===== config.mk =====
export PLATFORM = sky130hd
export DESIGN_NAME = piso_tx
export DESIGN_NICKNAME = d
export VERILOG_FILES = /design/src/rtl/piso_pkg.sv /design/src/rtl/piso_shreg.sv /design/src/rtl/piso_tx.sv
export SDC_FILE = /design/constraint.sdc
export NUM_CORES = 1
export LEC_CHECK = 0
export BUFFER_PORTS_ARGS = -buffer_cell sky130_fd_sc_hd__buf_2
export CAP_MARGIN = 20
export CORE_AREA = 3 3 40 42
export CTS_CLUSTER_DIAMETER = 150
export DETAILED_ROUTE_END_ITERATION = 10
export DIE_AREA = 0 0 43 45
export GPL_ROUTABILITY_DRIVEN = 0
export PLACE_DENSITY = 0.61
export SYNTH_ARGS = -nofsm -noshare
export SYNTH_HDL_FRONTEND = slang
export SYNTH_SLANG_ARGS = --single-unit

===== constraint.sdc =====
create_clock -name clk -period 1.67 [get_ports clk]
set_input_delay 0.167 -clock clk [delete_from_list [all_inputs] [get_ports clk]]
set_output_delay 0.167 -clock clk [all_outputs]
set_load 0.03 [all_outputs]

===== src/rtl/piso_pkg.sv =====
// Shared definitions for the serial shift-register link (transmitter, receiver, benches).
package piso_pkg;

  // Default word length used across the link.
  localparam int unsigned PISO_WIDTH = 6;

  // Transmitter FSM states; encodings are shared with the receiver side.
  typedef enum logic {
    ST_IDLE  = 1'b0,
    ST_SHIFT = 1'b1
  } piso_state_e;

endpackage


===== src/rtl/piso_shreg.sv =====
// Loadable shift register: parallel load has priority over shift, vacated bits fill with 0.
module piso_shreg
  import piso_pkg::*;
#(
  parameter int unsigned WIDTH     = PISO_WIDTH,
  parameter bit          MSB_FIRST = 1'b1
) (
  input  logic             clk,
  input  logic             rst,
  input  logic             load,
  input  logic             shift,
  input  logic [WIDTH-1:0] d,
  output logic             sout
);

  logic [WIDTH-1:0] sr_q;
  logic [WIDTH-1:0] sr_d;

  // Next register contents: load a fresh word, or move one bit toward the serial output.
  always_comb begin
    sr_d = sr_q;
    if (load) begin
      sr_d = d;
    end else if (shift) begin
      if (MSB_FIRST) begin
        sr_d = {sr_q[WIDTH-2:0], 1'b0};
      end else begin
        sr_d = {1'b0, sr_q[WIDTH-1:1]};
      end
    end
  end

  // Register with asynchronous clear.
  always_ff @(posedge clk or posedge rst) begin
    if (rst) begin
      sr_q <= '0;
    end else begin
      sr_q <= sr_d;
    end
  end

  // The serial bit is taken straight from a flop, so the output is registered.
  assign sout = MSB_FIRST ? sr_q[WIDTH-1] : sr_q[0];

endmodule


===== src/rtl/piso_tx.sv =====
// Parallel-in/serial-out transmitter: valid/ready word load, one bit per clock on dout,
// back-to-back frames when a new word is offered on the last bit of the current one.
module piso_tx
  import piso_pkg::*;
#(
  parameter int unsigned WIDTH     = PISO_WIDTH,
  parameter bit          MSB_FIRST = 1'b1
) (
  input  logic             clk,
  input  logic             rst,
  input  logic             load_valid,
  output logic             load_ready,
  input  logic [WIDTH-1:0] load_data,
  output logic             dout,
  output logic             dout_valid,
  output logic             frame_done,
  output logic             busy
);

  localparam int unsigned     CNT_W    = $clog2(WIDTH);
  localparam logic [CNT_W-1:0] LAST_CNT = CNT_W'(WIDTH - 1);

  piso_state_e      state_q;
  piso_state_e      state_d;
  logic [CNT_W-1:0] bit_cnt_q;
  logic [CNT_W-1:0] bit_cnt_d;

  logic on_last;
  logic load;
  logic shift;

  // Handshake is derived from state only, never from load_valid.
  assign on_last    = (state_q == ST_SHIFT) && (bit_cnt_q == LAST_CNT);
  assign load_ready = (state_q == ST_IDLE) || on_last;
  assign load       = load_valid && load_ready;

  // A load on the last bit replaces the shift; after the final shift of a frame the
  // register has been emptied by zero fill, which keeps dout at 0 in IDLE.
  assign shift = (state_q == ST_SHIFT) && !load;

  piso_shreg #(
    .WIDTH    (WIDTH),
    .MSB_FIRST(MSB_FIRST)
  ) u_shreg (
    .clk  (clk),
    .rst  (rst),
    .load (load),
    .shift(shift),
    .d    (load_data),
    .sout (dout)
  );

  // Next-state and bit counter: start a frame on load, count bits, chain or return to IDLE.
  always_comb begin
    state_d   = state_q;
    bit_cnt_d = bit_cnt_q;
    unique case (state_q)
      ST_IDLE: begin
        if (load) begin
          state_d   = ST_SHIFT;
          bit_cnt_d = '0;
        end
      end
      ST_SHIFT: begin
        if (on_last) begin
          bit_cnt_d = '0;
          state_d   = load ? ST_SHIFT : ST_IDLE;
        end else begin
          bit_cnt_d = bit_cnt_q + 1'b1;
        end
      end
      default: begin
        state_d   = ST_IDLE;
        bit_cnt_d = '0;
      end
    endcase
  end

  // State and counter registers; reset aborts any frame in flight.
  always_ff @(posedge clk or posedge rst) begin
    if (rst) begin
      state_q   <= ST_IDLE;
      bit_cnt_q <= '0;
    end else begin
      state_q   <= state_d;
      bit_cnt_q <= bit_cnt_d;
    end
  end

  assign dout_valid = (state_q == ST_SHIFT);
  assign busy       = (state_q == ST_SHIFT);
  assign frame_done = on_last;

endmodule

-- After elaboration in Yosys (flattened, before gate mapping)
Index checks and enable logic that the tools add are counted.
- flip-flop bits (word level): 10
- input port bits: 9
- output and inout bits: 5
- logic and storage cells: 21
- $add $sub $neg: 1
- eq/ne operators: 2
- mux-type cells: 8
- bitwise logic cells: 1
- reduce and logical (&&, ||, !) cells: 6
- operators by type and width (operator ; number):
    $mux 6 ; 2
    $mux 3 ; 2
    $pmux 3 s2 ; 1
    $add 3x1->3 const B ; 1
    $eq 3x3->1 const B ; 1
    $logic_and 1x1->1 ; 3
    $mux 1 ; 2
    $ne 2x2->1 const B ; 1
    $pmux 1 s2 ; 1
    $reduce_bool 2->1 ; 1
    $logic_not 1->1 ; 1
    $logic_or 1x1->1 ; 1
    $not 1->1 ; 1

-- Longest topological paths before layout
- word-level depth: 8
- depth in mapped cells: 5
- gate-level depth less buffers: 5

-- By module
A second synthesis with hierarchy kept.
- cell total of the unflattened synthesis: 53
- area, all modules: 531.8 um^2
- by module, submodules not included (module ; instances ; cells an instance ; area each (um^2) ; sequential area each (um^2)):
    piso_shreg ; 1 ; 27 ; 279.0 ; 150.1
    piso_tx ; 1 ; 26 ; 252.7 ; 100.1

-- Worst setup path after synthesis
OpenSTA, ideal clock, no wires.
- path kind: register -> register
- start: register bit_cnt_q[0]
- end: register u_shreg.sr_q[0]
- library setup time: 122 ps
- arrival time: 1166 ps
- required time: 1548 ps
- path slack: 382 ps
- cell stages (with the launch flop): 4
- path buffers: 0
- clock period less this slack: 1288 ps
- cells stage by stage: dfrtp_1 ha_1 a21bo_4 a32o_1
- longest elaborated chain between the ends: 7
- elaborated cells on any way between the ends: 8
- classes of those cells: eq/ne: 1; mux: 1; reduce/logical: 6
- ends and longest elaborated chain (what ; RTL line ; RTL):
    from (decl) ; piso_tx.sv:25 ; logic [CNT_W-1:0] bit_cnt_q;
    from (signal assigned) ; piso_tx.sv:86 ; bit_cnt_q <= bit_cnt_d;
    $eq 3x3->1 (*) ; piso_tx.sv:33 ; assign on_last = (state_q == ST_SHIFT) && (bit_cnt_q == LAST_CNT);
    $logic_and 1x1->1 (*) ; piso_tx.sv:33 ;
    $logic_or 1x1->1 (*) ; piso_tx.sv:34 ; assign load_ready = (state_q == ST_IDLE) || on_last;
    net load_ready ; piso_tx.sv:12 ; output logic load_ready,
    $logic_and 1x1->1 (*) ; piso_tx.sv:35 ; assign load = load_valid && load_ready;
    $logic_not 1->1 ; piso_tx.sv:39 ; assign shift = (state_q == ST_SHIFT) && !load;
    $logic_and 1x1->1 ; piso_tx.sv:39 ;
    $reduce_bool 2->1 (no line) ; - ;
    to (signal assigned) ; piso_shreg.sv:38 ; sr_q <= sr_d;
    to (decl) ; piso_shreg.sv:16 ; logic [WIDTH-1:0] sr_q;
Mark *: on every way through the listed nets, which the timed path passes. The rest lies on a longest branch.
A chain may end at the register's enable or synchronous reset.

-- Worst setup path after layout
- start: register bit_cnt_q[0]
- end: output load_ready
- longest elaborated chain between the ends: 3
- ends and longest elaborated chain (what ; RTL line):
    $eq 3x3->1 ; piso_tx.sv:33
    $logic_and 1x1->1 ; piso_tx.sv:33
    $logic_or 1x1->1 ; piso_tx.sv:34
    to (decl) ; piso_tx.sv:12
Every way passes these cells.

==> results by group <==
Outcome
  • Outcome: completed

Timing
  • Worst slew pin tran: 0.387 ns
  • Final setup margin: 0.132 ns
  • Final Cycle Share: 92.1%
  • Unrepaired setup endpoints after global routing: no
  • Setup Viol. Count Final: 0
  • Relative slew slack: 74.2%
  • Max Clock Freq: 650 MHz
  • Final Max Tran Viols: 0
  • Final hold vios: 0
  • Period minus WS final: 1.54 ns
  • Worst Clk Skew: 0.00471 ns
  • Setup TNS: 0 ns
  • WHS: 0.178 ns

Hold path
  • Hold WC Path Type: in -> reg

Detailed routing
  • Routed vias: 373
  • Drt pass-1 iters: 3
  • Final ANT Viol Nets: 0
  • Final WL: 978 um
  • Via density: 5.04
  • Detailed Route Iter0 Violations: 5
  • DR WL/cell: 13.2 um
  • DRC: 0

Floorplan
  • Die extent in y: 45 um
  • Num ports: 14
  • Core area: 0.00128 mm2
  • Initial Util: 39.5%
  • Die Wd: 43 um
  • # rows: 13
  • Area of the die: 0.00194 mm2

Yosys
  • Yosys warning total: 0
  • Post-synthesis average cell area: 11.3 um2
  • Seq/Total Area, Yosys: 49.3%
  • Library cells used by synthesis: 23
  • Synth Instances: 45
  • Post-Syn Nets: 56
  • Flops & latches, synth: 10
  • Cell Area, Synth: 508 um2

GRT
  • Largest net degree at the start of global routing: 15
  • Antenna violations before repair: 0
  • First-pass GRT wire length: 1690 um
  • GRT overflow: 0
  • Gr usage total: 12.1%
  • Vias in the first global route: 384

Setup path
  • Crit. End Element: output port
  • R2r endpoint: u_shreg.sr_q[0]$_DFFE_PP0P_
  • RR Startpoint: bit_cnt_q[0]$_DFFE_PP0P_
  • Critical path class: reg -> out
  • CP Max Fanout: 6
  • Crit path launch: bit_cnt_q[0]$_DFFE_PP0P_
  • Crit path to: load_ready
  • Crit path launch type: flip-flop
  • Worst R2R Path Depth: 3
  • Worst reg-to-reg setup slack: 0.36 ns
  • Crit path DAT: 1.37 ns
  • Worst Path Required: 1.50 ns

Placed design
  • Dpl ws: 0.363 ns
  • Count of input and output buffers: 13

Clocking
  • CTS tree: built
  • Postcts setup bufs: 0
  • Clk sinks: 10
  • Clock transition at the registers of the reported paths: 0.06 ns
  • H-tree depth: 1
  • Hold buffer count at cts: 1
  • Post_cts resized: 0
  • CTS Buf Count: 3
  • Clock Path Buffers: 2
  • CTS Root Cell: clkbuf_4
  • Worst skew pair latency: 0.26 ns

Run
  • Max cap viols: 0

Layout
  • # diodes: 0
  • Area grow syn2layout: 19.0%
  • Layout cells sized above 1: 30.5%
  • Final #Nets: 72

Power and ir drop
  • Peak supply drop: 0.000728 V
  • Leakage: 0.000295 uW
  • PnR Total Power: 1070 uW
  • Pwr per Cell Area: 1770 mW/mm2
layout by cell type (no fill, tap or decap):
cell type       n
or3_1           4
a21bo_4         1
nand2b_1        2
a31oi_1         1
ha_1            2
buf_2          13
and3_1          1
mux2i_1         1
nand3_1         1
nand2_1         3
nor2_1          1
o221a_1         4
o21ai_0         1
o31ai_1         1
nand2_4         1
a21oi_1         1
dlygate4sd3_1   1
nor3_1          1
a22o_1          1
clkbuf_4        3
o21a_1          1
inv_1           3
a32o_1          1
dfrtp_1        10
metrics by stage:
step	util, %	instance area [um2]	instances
2_1_floorplan	-	508	45
3_3_place_gp	44.5	572	70
3_5_place_dp	44.5	572	70
4_1_cts	47.0	604	74
5_1_grt	47.0	604	74
6_report	47.0	604	74
metal layers:
metal  global-route usage (%)  share of wire [%]  vias to the layer above
met4                        0                  0                        0
met5                        0                  0                        -
met3                     7.17                6.5                        0
li1                         -                  -                      193
met1                     16.5                 48                      169
met2                     17.7                 46                       11
power by group:
part	internal, uW	switching [uW]	total [uW]
sequential	346	94.2	440
combinational	217	254	470
clock	83.1	78.1	161
total	645	426	1070
worst max-delay path, cell delays in order, from the launching register on:
cell	delay [ns]
dfrtp_1	0.41
ha_1	0.27
a21bo_4	0.25
buf_2	0.18
synth_stat cells, drive strengths merged:
library cell  instances  area [um2]
or3                   4        25.0
o221a                 4        45.0
inv                   3        11.3
nand3                 1        5.00
a31oi                 1        6.26
nor3                  1        5.00
nor2                  1        3.75
a32o                  1        10.0
a21bo                 1        16.3
a22o                  1        8.76
ha                    2        25.0
nand2                 4        22.5
and3                  1        6.26
o21a                  1        7.51
o21ai                 1        5.00
a21oi                 1        5.00
buf                   3        20.0
o31ai                 1        7.51
dfrtp                10         250
mux2i                 1        10.0
nand2b                2        12.5
how the worst min path moves through the flow:
stage / slack [ns] / start / depth (start not counted) / to
floorplan: 0.007 / rst / 1 / bit_cnt_q[0]$_DFFE_PP0P_
global placement: 0.16 / rst / 2 / bit_cnt_q[2]$_DFFE_PP0P_
detailed placement: 0.16 / rst / 2 / u_shreg.sr_q[2]$_DFFE_PP0P_
CTS: 0.17 / load_data[3] / 2 / u_shreg.sr_q[3]$_DFFE_PP0P_
global route: 0.17 / load_data[0] / 2 / u_shreg.sr_q[0]$_DFFE_PP0P_
finish: 0.18 / load_data[3] / 2 / u_shreg.sr_q[3]$_DFFE_PP0P_
state kept, by name (all words and copies together) (netlist names):
name,flops
bit_cnt_q,3
busy,1
u_shreg.sr_q,6
logic make-up (layout without fill, tap and decap cells):
logic type | after synthesis | after routing | share of synthesized area (%)
muxes | 1 | 1 | 1.97
DFF | 10 | 10 | 49.3
adders and majority gates | 2 | 2 | 4.93
and+or+nand+nor | 14 | 14 | 15.8
buffers and inverters | 6 | 20 | 6.16
AOI/OAI and AO/OA | 12 | 12 | 21.9
layout make-up:
type                       instances  area, um2
clock buffer                       3       22.5
multi-input combinational         29        226
timing repair buffer              14       75.1
tap                               15       18.8
fill                             129        681
inverter                           3       11.3
sequential                        10        250
No activity file was read; power rests on OpenSTA's default activity.
